File: src/rtl/asteroids_pkg.sv
// Shared ship life-cycle types and default frame counts for the respawn controller.
package asteroids_pkg;

    typedef enum logic [2:0] {
        IDLE       = 3'd0,
        ALIVE      = 3'd1,
        EXPLODE    = 3'd2,
        WAIT_CLEAR = 3'd3,
        BLINK      = 3'd4,
        GAME_OVER  = 3'd5
    } ship_state_t;

    localparam int EXPLODE_FRAMES_DEF = 60;
    localparam int INVULN_FRAMES_DEF  = 120;
    localparam int BLINK_PERIOD_DEF   = 4;
    localparam int CLEAR_TIMEOUT_DEF  = 180;

    function automatic int max_of4(input int a, input int b, input int c, input int d);
        int m;
        m = a;
        if (b > m) m = b;
        if (c > m) m = c;
        if (d > m) m = d;
        return m;
    endfunction

endpackage

File: src/rtl/ship_respawn_ctrl_frame_timer.sv
// Frame down-counter: load wins over tick, stops at zero, done on the tick that ends the count.
module frame_timer #(
    parameter int W = 8
) (
    input  logic         clk,
    input  logic         reset,
    input  logic         load,
    input  logic [W-1:0] load_val,
    input  logic         tick,
    output logic         done
);

    logic [W-1:0] cnt;

    // A count of zero expires on the next tick just like a count of one.
    assign done = tick && (cnt <= W'(1));

    always_ff @(posedge clk or posedge reset) begin
        if (reset) begin
            cnt <= '0;
        end else if (load) begin
            cnt <= load_val;
        end else if (tick && (cnt != '0)) begin
            cnt <= cnt - W'(1);
        end
    end

endmodule

File: src/rtl/ship_respawn_ctrl.sv
// Ship life-cycle FSM: die qualification, explode, wait for clear spawn zone, invulnerable blink.
// Build option SHIP_RESPAWN_BLINK_EN: blink the ship draw mask while invulnerable.
//
// state      | meaning
// IDLE       | opening screen, ship drawn, invulnerable
// ALIVE      | ship in play, collisions qualify a death
// EXPLODE    | ship hidden, explosion shown for EXPLODE_FRAMES
// WAIT_CLEAR | ship recentred but hidden until spawn zone clear or timeout
// BLINK      | invulnerable for INVULN_FRAMES, mask optionally blinking
// GAME_OVER  | terminal until reset
module ship_respawn_ctrl
    import asteroids_pkg::*;
#(
    parameter int EXPLODE_FRAMES = EXPLODE_FRAMES_DEF,
    parameter int INVULN_FRAMES  = INVULN_FRAMES_DEF,
    parameter int BLINK_PERIOD   = BLINK_PERIOD_DEF,
    parameter int CLEAR_TIMEOUT  = CLEAR_TIMEOUT_DEF
) (
    input  logic       clk,
    input  logic       reset,
    input  logic       vsync_pulse,
    input  logic       start_done,
    input  logic       collision,
    input  logic       asteroid_in_zone,
    input  logic       game_over,
    output logic       die_pulse,
    output logic       ship_respawn,
    output logic       ship_draw_mask,
    output logic       exploding,
    output logic       invulnerable,
    output logic [2:0] state
);

    localparam int TW = $clog2(max_of4(EXPLODE_FRAMES, INVULN_FRAMES, BLINK_PERIOD, CLEAR_TIMEOUT) + 1);

    ship_state_t    state_q, state_nxt;
    logic           die_nxt, respawn_nxt, mask_nxt;
    logic           timer_load, timer_done;
    logic [TW-1:0]  timer_val;
    logic           zone_hit, armed;
    logic           blink_mask;

    frame_timer #(.W(TW)) u_frame_timer (
        .clk      (clk),
        .reset    (reset),
        .load     (timer_load),
        .load_val (timer_val),
        .tick     (vsync_pulse),
        .done     (timer_done)
    );

    always_ff @(posedge clk or posedge reset) begin
        if (reset) begin
            state_q <= IDLE;
        end else begin
            state_q <= state_nxt;
        end
    end

    always_comb begin
        state_nxt   = state_q;
        die_nxt     = 1'b0;
        respawn_nxt = 1'b0;
        case (state_q)
            IDLE: begin
                if (start_done) state_nxt = ALIVE;
            end
            ALIVE: begin
                if (game_over) begin
                    state_nxt = GAME_OVER;
                end else if (collision) begin
                    state_nxt = EXPLODE;
                    die_nxt   = 1'b1;
                end
            end
            EXPLODE: begin
                if (timer_done) begin
                    if (game_over) begin
                        state_nxt = GAME_OVER;
                    end else begin
                        state_nxt   = WAIT_CLEAR;
                        respawn_nxt = 1'b1;
                    end
                end
            end
            WAIT_CLEAR: begin
                // The arming vsync only closes the partial frame seen on entry.
                if (game_over) begin
                    state_nxt = GAME_OVER;
                end else if (vsync_pulse && armed &&
                             (!(zone_hit || asteroid_in_zone) || timer_done)) begin
                    state_nxt = BLINK;
                end
            end
            BLINK: begin
                if (game_over) begin
                    state_nxt = GAME_OVER;
                end else if (timer_done) begin
                    state_nxt = ALIVE;
                end
            end
            GAME_OVER: state_nxt = GAME_OVER;
            default:   state_nxt = IDLE;
        endcase
    end

    always_comb begin
        timer_load = (state_nxt != state_q);
        case (state_nxt)
            EXPLODE:    timer_val = TW'(EXPLODE_FRAMES);
            WAIT_CLEAR: timer_val = TW'(CLEAR_TIMEOUT);
            BLINK:      timer_val = TW'(INVULN_FRAMES);
            default:    timer_val = '0;
        endcase
    end

    always_ff @(posedge clk or posedge reset) begin
        if (reset) begin
            zone_hit <= 1'b0;
            armed    <= 1'b0;
        end else if ((state_q == WAIT_CLEAR) && (state_nxt == WAIT_CLEAR)) begin
            armed    <= armed | vsync_pulse;
            zone_hit <= vsync_pulse ? 1'b0 : (zone_hit | asteroid_in_zone);
        end else begin
            zone_hit <= 1'b0;
            armed    <= 1'b0;
        end
    end

`ifdef SHIP_RESPAWN_BLINK_EN
    localparam int BW = $clog2(BLINK_PERIOD) + 1;

    logic [BW-1:0] blink_cnt, blink_cnt_nxt;

    always_comb begin
        blink_cnt_nxt = blink_cnt;
        if ((state_nxt == BLINK) && (state_q != BLINK)) begin
            blink_cnt_nxt = '0;
        end else if ((state_q == BLINK) && vsync_pulse) begin
            blink_cnt_nxt = blink_cnt + BW'(1);
        end
    end

    always_ff @(posedge clk or posedge reset) begin
        if (reset) begin
            blink_cnt <= '0;
        end else begin
            blink_cnt <= blink_cnt_nxt;
        end
    end

    assign blink_mask = ~blink_cnt_nxt[BW-1];
`else
    assign blink_mask = 1'b1;
`endif

    always_comb begin
        case (state_nxt)
            IDLE, ALIVE: mask_nxt = 1'b1;
            BLINK:       mask_nxt = blink_mask;
            default:     mask_nxt = 1'b0;
        endcase
    end

    // Outputs follow the next state so they line up with the registered state.
    always_ff @(posedge clk or posedge reset) begin
        if (reset) begin
            die_pulse      <= 1'b0;
            ship_respawn   <= 1'b0;
            ship_draw_mask <= 1'b1;
            exploding      <= 1'b0;
            invulnerable   <= 1'b1;
        end else begin
            die_pulse      <= die_nxt;
            ship_respawn   <= respawn_nxt;
            ship_draw_mask <= mask_nxt;
            exploding      <= (state_nxt == EXPLODE);
            invulnerable   <= (state_nxt != ALIVE);
        end
    end

    assign state = state_q;

endmodule
File: config.mk
export PLATFORM = sky130hd
export DESIGN_NAME = ship_respawn_ctrl
export DESIGN_NICKNAME = d
export VERILOG_FILES = /design/src/rtl/asteroids_pkg.sv /design/src/rtl/ship_respawn_ctrl_frame_timer.sv /design/src/rtl/ship_respawn_ctrl.sv
export SDC_FILE = /design/constraint.sdc
export NUM_CORES = 1
export LEC_CHECK = 0
export CAP_MARGIN = 20
export CORE_MARGIN = 2
export CORE_UTILIZATION = 50
export CTS_CLUSTER_SIZE = 8
export DETAILED_ROUTE_END_ITERATION = 10
export GPL_TIMING_DRIVEN = 0
export PLACE_DENSITY = 0.74
export RECOVER_POWER = 25
export SLEW_MARGIN = 25
export SYNTH_ARGS = -nofsm -noshare
export SYNTH_HDL_FRONTEND = slang
export SYNTH_SLANG_ARGS = --single-unit
File: constraint.sdc
create_clock -name clk -period 2.9 [get_ports clk]
set_input_delay 0.725 -clock clk [delete_from_list [all_inputs] [get_ports clk]]
set_output_delay 0.725 -clock clk [all_outputs]
set_load 0.01 [all_outputs]
# [Word-level counts from Yosys, hierarchy flattened]
# Index checks and enable logic that the tools add are counted.
[totals] register_bits=18 inputBits=7
[classes] add_sub_neg=1 n_lt_le_gt_ge=1 n_eq_ne=11 n_mux=23 n_bitwise=2 reduce_logical=13
[op_table] op="2-to-1 mux 3 bit" count=9
[op_table] op="case mux 8 bit (3 select lines)" count=1
[op_table] op="case mux 3 bit (6 select lines)" count=1
[op_table] op="2-to-1 mux 8 bit" count=2
[op_table] op="== test 3 x 2 -> 1 bit (second input constant)" count=4
[op_table] op="2-to-1 mux 1 bit" count=10
[op_table] op="== test 3 bit (second input constant)" count=3
[op_table] op="less-or-equal comparator 8 x 1 -> 1 bit (second input constant)" count=1
[op_table] op="nonzero test 8 bit" count=1
[op_table] op="subtractor 8 x 1 -> 8 bit (second input constant)" count=1
[op_table] op="== test 3 x 1 -> 1 bit (second input constant)" count=2
[op_table] op="zero test 3 bit" count=2
[op_table] op="logical AND 1 bit" count=5
[op_table] op="!= test 3 x 1 -> 1 bit (second input constant)" count=1
[op_table] op="!= test 3 bit" count=1
[op_table] op="OR reduction 3 bit" count=1
[op_table] op="logical OR 1 bit" count=2
[op_table] op="OR 1 bit" count=2
[op_table] op="nonzero test 2 bit" count=1
[op_table] op="zero test 1 bit" count=1

# [Logic depth before layout (Yosys ltp)]
[depth] word_depth=10 depth_mapped=9

# [Cells and area by module]
# A second synthesis with hierarchy kept.
[unflattened] hier_cells=133 hier_area_um2=1136.1
[modules_own_cells] mod="ship_respawn_ctrl" n_inst=1 cells_per_inst=69 area_each_um2=598.1 seq_area_each_um2=252.7
[modules_own_cells] mod="frame_timer" n_inst=1 cells_per_inst=64 area_each_um2=538.0 seq_area_each_um2=200.2

# [Least setup slack after synthesis]
# No wires, ideal clock.
[synth_timing] path_type="in2reg" from="input vsync_pulse" to="register u_frame_timer.cnt[6]" setup_time_ns=0.083 arrival_ns=2.118 slack_ns=0.699 path_stages=7 path_buffers=1 cell_sequence="buf_2 > inv_1 > a31oi_1 > nand3_1 > or3_2 > xor2_1 > o21ai_0"
[synth_between] elab_chain_len=9
[synth_rtl] element="start, declared" line="ship_respawn_ctrl.sv:21" rtl="input logic vsync_pulse,"
[synth_rtl] element="logical AND 1 bit" line="ship_respawn_ctrl_frame_timer.sv:16" rtl="assign done = tick && (cnt <= W'(1));"
[synth_rtl] element="logical OR 1 bit" line="ship_respawn_ctrl.sv:91" rtl="(!(zone_hit || asteroid_in_zone) || timer_done)) begin"
[synth_rtl] element="logical AND 1 bit" line="ship_respawn_ctrl.sv:90" rtl="end else if (vsync_pulse && armed &&"
[synth_rtl] element="2-to-1 mux 3 bit" line="ship_respawn_ctrl.sv:90"
[synth_rtl] element="2-to-1 mux 3 bit" line="ship_respawn_ctrl.sv:88" rtl="if (game_over) begin"
[synth_rtl] element="case mux 3 bit (6 select lines)" line="ship_respawn_ctrl.sv:64" rtl="case (state_q)"
[synth_rtl] element="== test 3 bit or == test 3 x 2 -> 1 bit (tied branches)" line="ship_respawn_ctrl.sv:109" rtl="case (state_nxt)"
[synth_rtl] element="case mux 8 bit (3 select lines)" line="ship_respawn_ctrl.sv:109"
[synth_rtl] element="2-to-1 mux 8 bit" line="ship_respawn_ctrl_frame_timer.sv:21" rtl="end else if (load) begin"
[synth_rtl] element="end signal, assigned" line="ship_respawn_ctrl_frame_timer.sv:22" rtl="cnt <= load_val;"
[synth_rtl] element="end signal, assigned" line="ship_respawn_ctrl_frame_timer.sv:24" rtl="cnt <= cnt - W'(1);"
[synth_rtl] element="end, declared" line="ship_respawn_ctrl_frame_timer.sv:13" rtl="logic [W-1:0] cnt;"
# Several ways; a longest one is shown, not always the timed one.
# A chain may end at the register's enable or synchronous reset.

# [Worst setup path in the final report]
[layout_timing] from="register u_frame_timer.cnt[0]" to="register invulnerable"
[layout_between] elab_chain_len=8
[layout_rtl] element="less-or-equal comparator 8 x 1 -> 1 bit (*)" line="ship_respawn_ctrl_frame_timer.sv:16"
[layout_rtl] element="logical AND 1 bit (*)" line="ship_respawn_ctrl_frame_timer.sv:16"
[layout_rtl] element="logical OR 1 bit" line="ship_respawn_ctrl.sv:91"
[layout_rtl] element="logical AND 1 bit" line="ship_respawn_ctrl.sv:90"
[layout_rtl] element="2-to-1 mux 3 bit" line="ship_respawn_ctrl.sv:90"
[layout_rtl] element="2-to-1 mux 3 bit" line="ship_respawn_ctrl.sv:88"
[layout_rtl] element="case mux 3 bit (6 select lines) (*)" line="ship_respawn_ctrl.sv:64"
[layout_rtl] element="via state_nxt[2]" line="ship_respawn_ctrl.sv:36" rtl="ship_state_t state_q, state_nxt;"
[layout_rtl] element="!= test 3 x 1 -> 1 bit (*)" line="ship_respawn_ctrl.sv:178" rtl="invulnerable <= (state_nxt != ALIVE);"
[layout_rtl] element="end signal, assigned" line="ship_respawn_ctrl.sv:178"
[layout_rtl] element="end, declared" line="ship_respawn_ctrl.sv:30" rtl="output logic invulnerable,"
# Mark *: on every way through the listed nets, which the timed path passes. The rest lies on a longest branch.

==> impl_metrics.ini <==
[final_layout]
layout.nets = 139
finish.utilization = 0.632
syn_to_final_growth_pct = 17.9
fin_area_mm2 = 0.00125
layout-drive-gt1-share = 0.132
n_antenna_cell = 0
nFillCells = 168

[sta]
rsz0062_at_grt = false
fin_crit_ps = 2370
skew_ps = 13.3
hold_violations = 0
fin_tns_setup_ps = 0
worstMarginPinSlew_ps = 668
fin_crit_sh = 0.816
finalMaxSlewViolations = 0
fmax_mhz = 423
slew_headroom = 0.554
setup_viol = 0

[placed_design]
dp_hpwl_um = 1530
dpl_cell_area_mm2 = 0.00122
io_buffers = 12
place.gp.congestion = 0.816

[route]
drtIter0Drc = 19
ant_nets = 0
viasPerCell = 5.69
drt-total-wl_um = 2100
detail_route.wl_per_cell_um = 13.5
drc = 0
dr.pass1.iters = 4
vias = 887

[critical_path]
critical_path_class = reg2reg
crit_required_ps = 3120
end_kind = flop
critPathLaunchType = flop
slowest_stage = dfrtp_1
crit_arrival_ps = 2590
path_max_fanout = 6
critPathMaxStageDelay_ps = 440
crit_chain = inv_1 > ha_1 > or2_1 > and3_2 > a311o_1 > and4_1 > clkbuf_2 > or3_1

[global_route]
grt_start_max_net_pins = 19
antenna_found_initial = 0
grt_pass1_wl_um = 3670
grtUsageTotal = 0.191
grt_pass1_vias = 884
grt-ovfl-total = 0

[worst_hold_path]
hp-class = reg2reg

[yosys]
synth_ff_type = dfrtp_1
yosys.area.top_type_share = 0.377
synthesis.yosys.warnings = 0
synth_fp_nets = 122
synth-edff-count = 0
synth.distinct_cells = 45
synth_area_leaders = dfrtp_1, dfstp_2, nor2_1
syn-cell-area_mm2 = 0.00106
synth_area_per_cell_um2 = 9.40
async_flop_share = 1.00
synth_area_leader_cell = dfrtp_1
syn_inst = 113
synth_seq_cells = 18
yosysMostFrequentCell = dfrtp_1
ys_seq_area_frac = 0.426
yosys-top-cells-count = dfrtp_1, nor2_1, a21oi_1, inv_1

[power]
powerDensity_mw_per_mm2 = 600
peakVddDrop_uv = 452
power_leakage_nw = 0.511

[cts]
clk_latency_ps = 300
numClockSinks = 18
cts_setup_buffers = 0
cts_tree = done
cts-buffers-inserted = 3
root_buffer = clkbuf_4
ctsResizeCount = 0
htree_num_levels = 1
clock_path_buffers = 2
holdBufCountCts = 0
clk_pin_slew_ps = 110

[run_status]
status = completed

[die]
die_width_um = 50.1
coreArea_mm2 = 0.00198
design.die.area_mm2 = 0.00251
die_h_um = 50.1
ios = 15
start_util = 0.536
placementRows = 16

[flow_run]
cap_violations = 0
layout make-up:
| cell class | instances | area (µm²) | area share |
|---|---|---|---|
| multi-input combinational | 81 | 546 | 0.436 |
| sequential | 18 | 453 | 0.362 |
| timing repair buffer | 12 | 120 | 0.0959 |
| buffer | 7 | 37.5 | 0.0300 |
| clock buffer | 4 | 36.3 | 0.0290 |
| tap | 27 | 33.8 | 0.0270 |
| inverter | 7 | 26.3 | 0.0210 |
sequential cells by signal (all words and copies together), names as in the netlist:
name and count:
armed 1, zone_hit 1, ship_respawn 1, die_pulse 1
u_frame_timer.cnt 8, exploding 1, state 3, invulnerable 1
ship_draw_mask 1
cell usage in the layout (no fill, tap or decap), types with 2 or more instances in the layout:
cell,n
xnor2_1,2
xor2_1,3
clkbuf_4,3
nor2_1,11
dfrtp_1,16
clkbuf_1,3
o21ai_0,5
nand4_1,2
mux2i_1,3
nor2b_1,2
buf_2,2
clkdlybuf4s50_1,11
ha_1,2
nor3_1,3
nand2_1,4
nor4_1,2
a211oi_1,2
inv_1,7
dfstp_2,2
a21oi_1,7
nand3_1,5
or3_1,4
a31oi_1,2
where the power goes:
part | switching (mW) | internal (mW) | leakage (nW)
registers | 0.0721 | 0.304 | 0.220
logic | 0.118 | 0.0991 | 0.271
clock network | 0.0823 | 0.0766 | 0.0210
cells by family after synthesis:
group,after synthesis,synth area share
AO/OA/AOI/OAI,25,0.159
XOR/XNOR,5,0.0412
adder cells (fa/ha/maj),2,0.0236
flip-flops,18,0.426
AND/OR/NAND/NOR,46,0.261
buffers and inverters,14,0.0601
multiplexers,3,0.0283
through the flow:
stage	std cells	power (mW)	worst slack (ps)	hold WS (ps)
after CTS	156	0.755	540	580
after global routing	156	0.804	232	604
final	156	0.752	533	575
after floorplan	113	0.539	699	534
after global placement	152	0.581	293	552
after detailed placement	152	0.595	260	565
routing by layer:
metal,vias to the layer above,global-route usage,part of all wire
met2,24,0.340,0.49
met1,423,0.230,0.46
li1,435,-,-
met3,5,0.0333,0.035
met4,0,0.0602,0.013
met5,-,0,0
critical path: cells and delay by family, from the launching register on:
family | cells | cell delay [ps]
flops | 1 | 440
simple gates | 4 | 1040
buf+inv | 2 | 220
compound gates | 1 | 340
fa+ha+maj | 1 | 260
path summary, 6_finish.rpt:
path                            slack, ps  depth (start not counted)                 start              endpoint
max in group asynchronous            1510                          2                 reset              state[0]
worst max-delay path                  530                          8  u_frame_timer.cnt[0]          invulnerable
worst min-delay path                  570                          2                 armed                 armed
worst max register to register        530                          8  u_frame_timer.cnt[0]          invulnerable
min in group asynchronous             960                          2                 reset  u_frame_timer.cnt[3]
worst min register to register        570                          2                 armed                 armed
(Power assumes the default switching activity.)
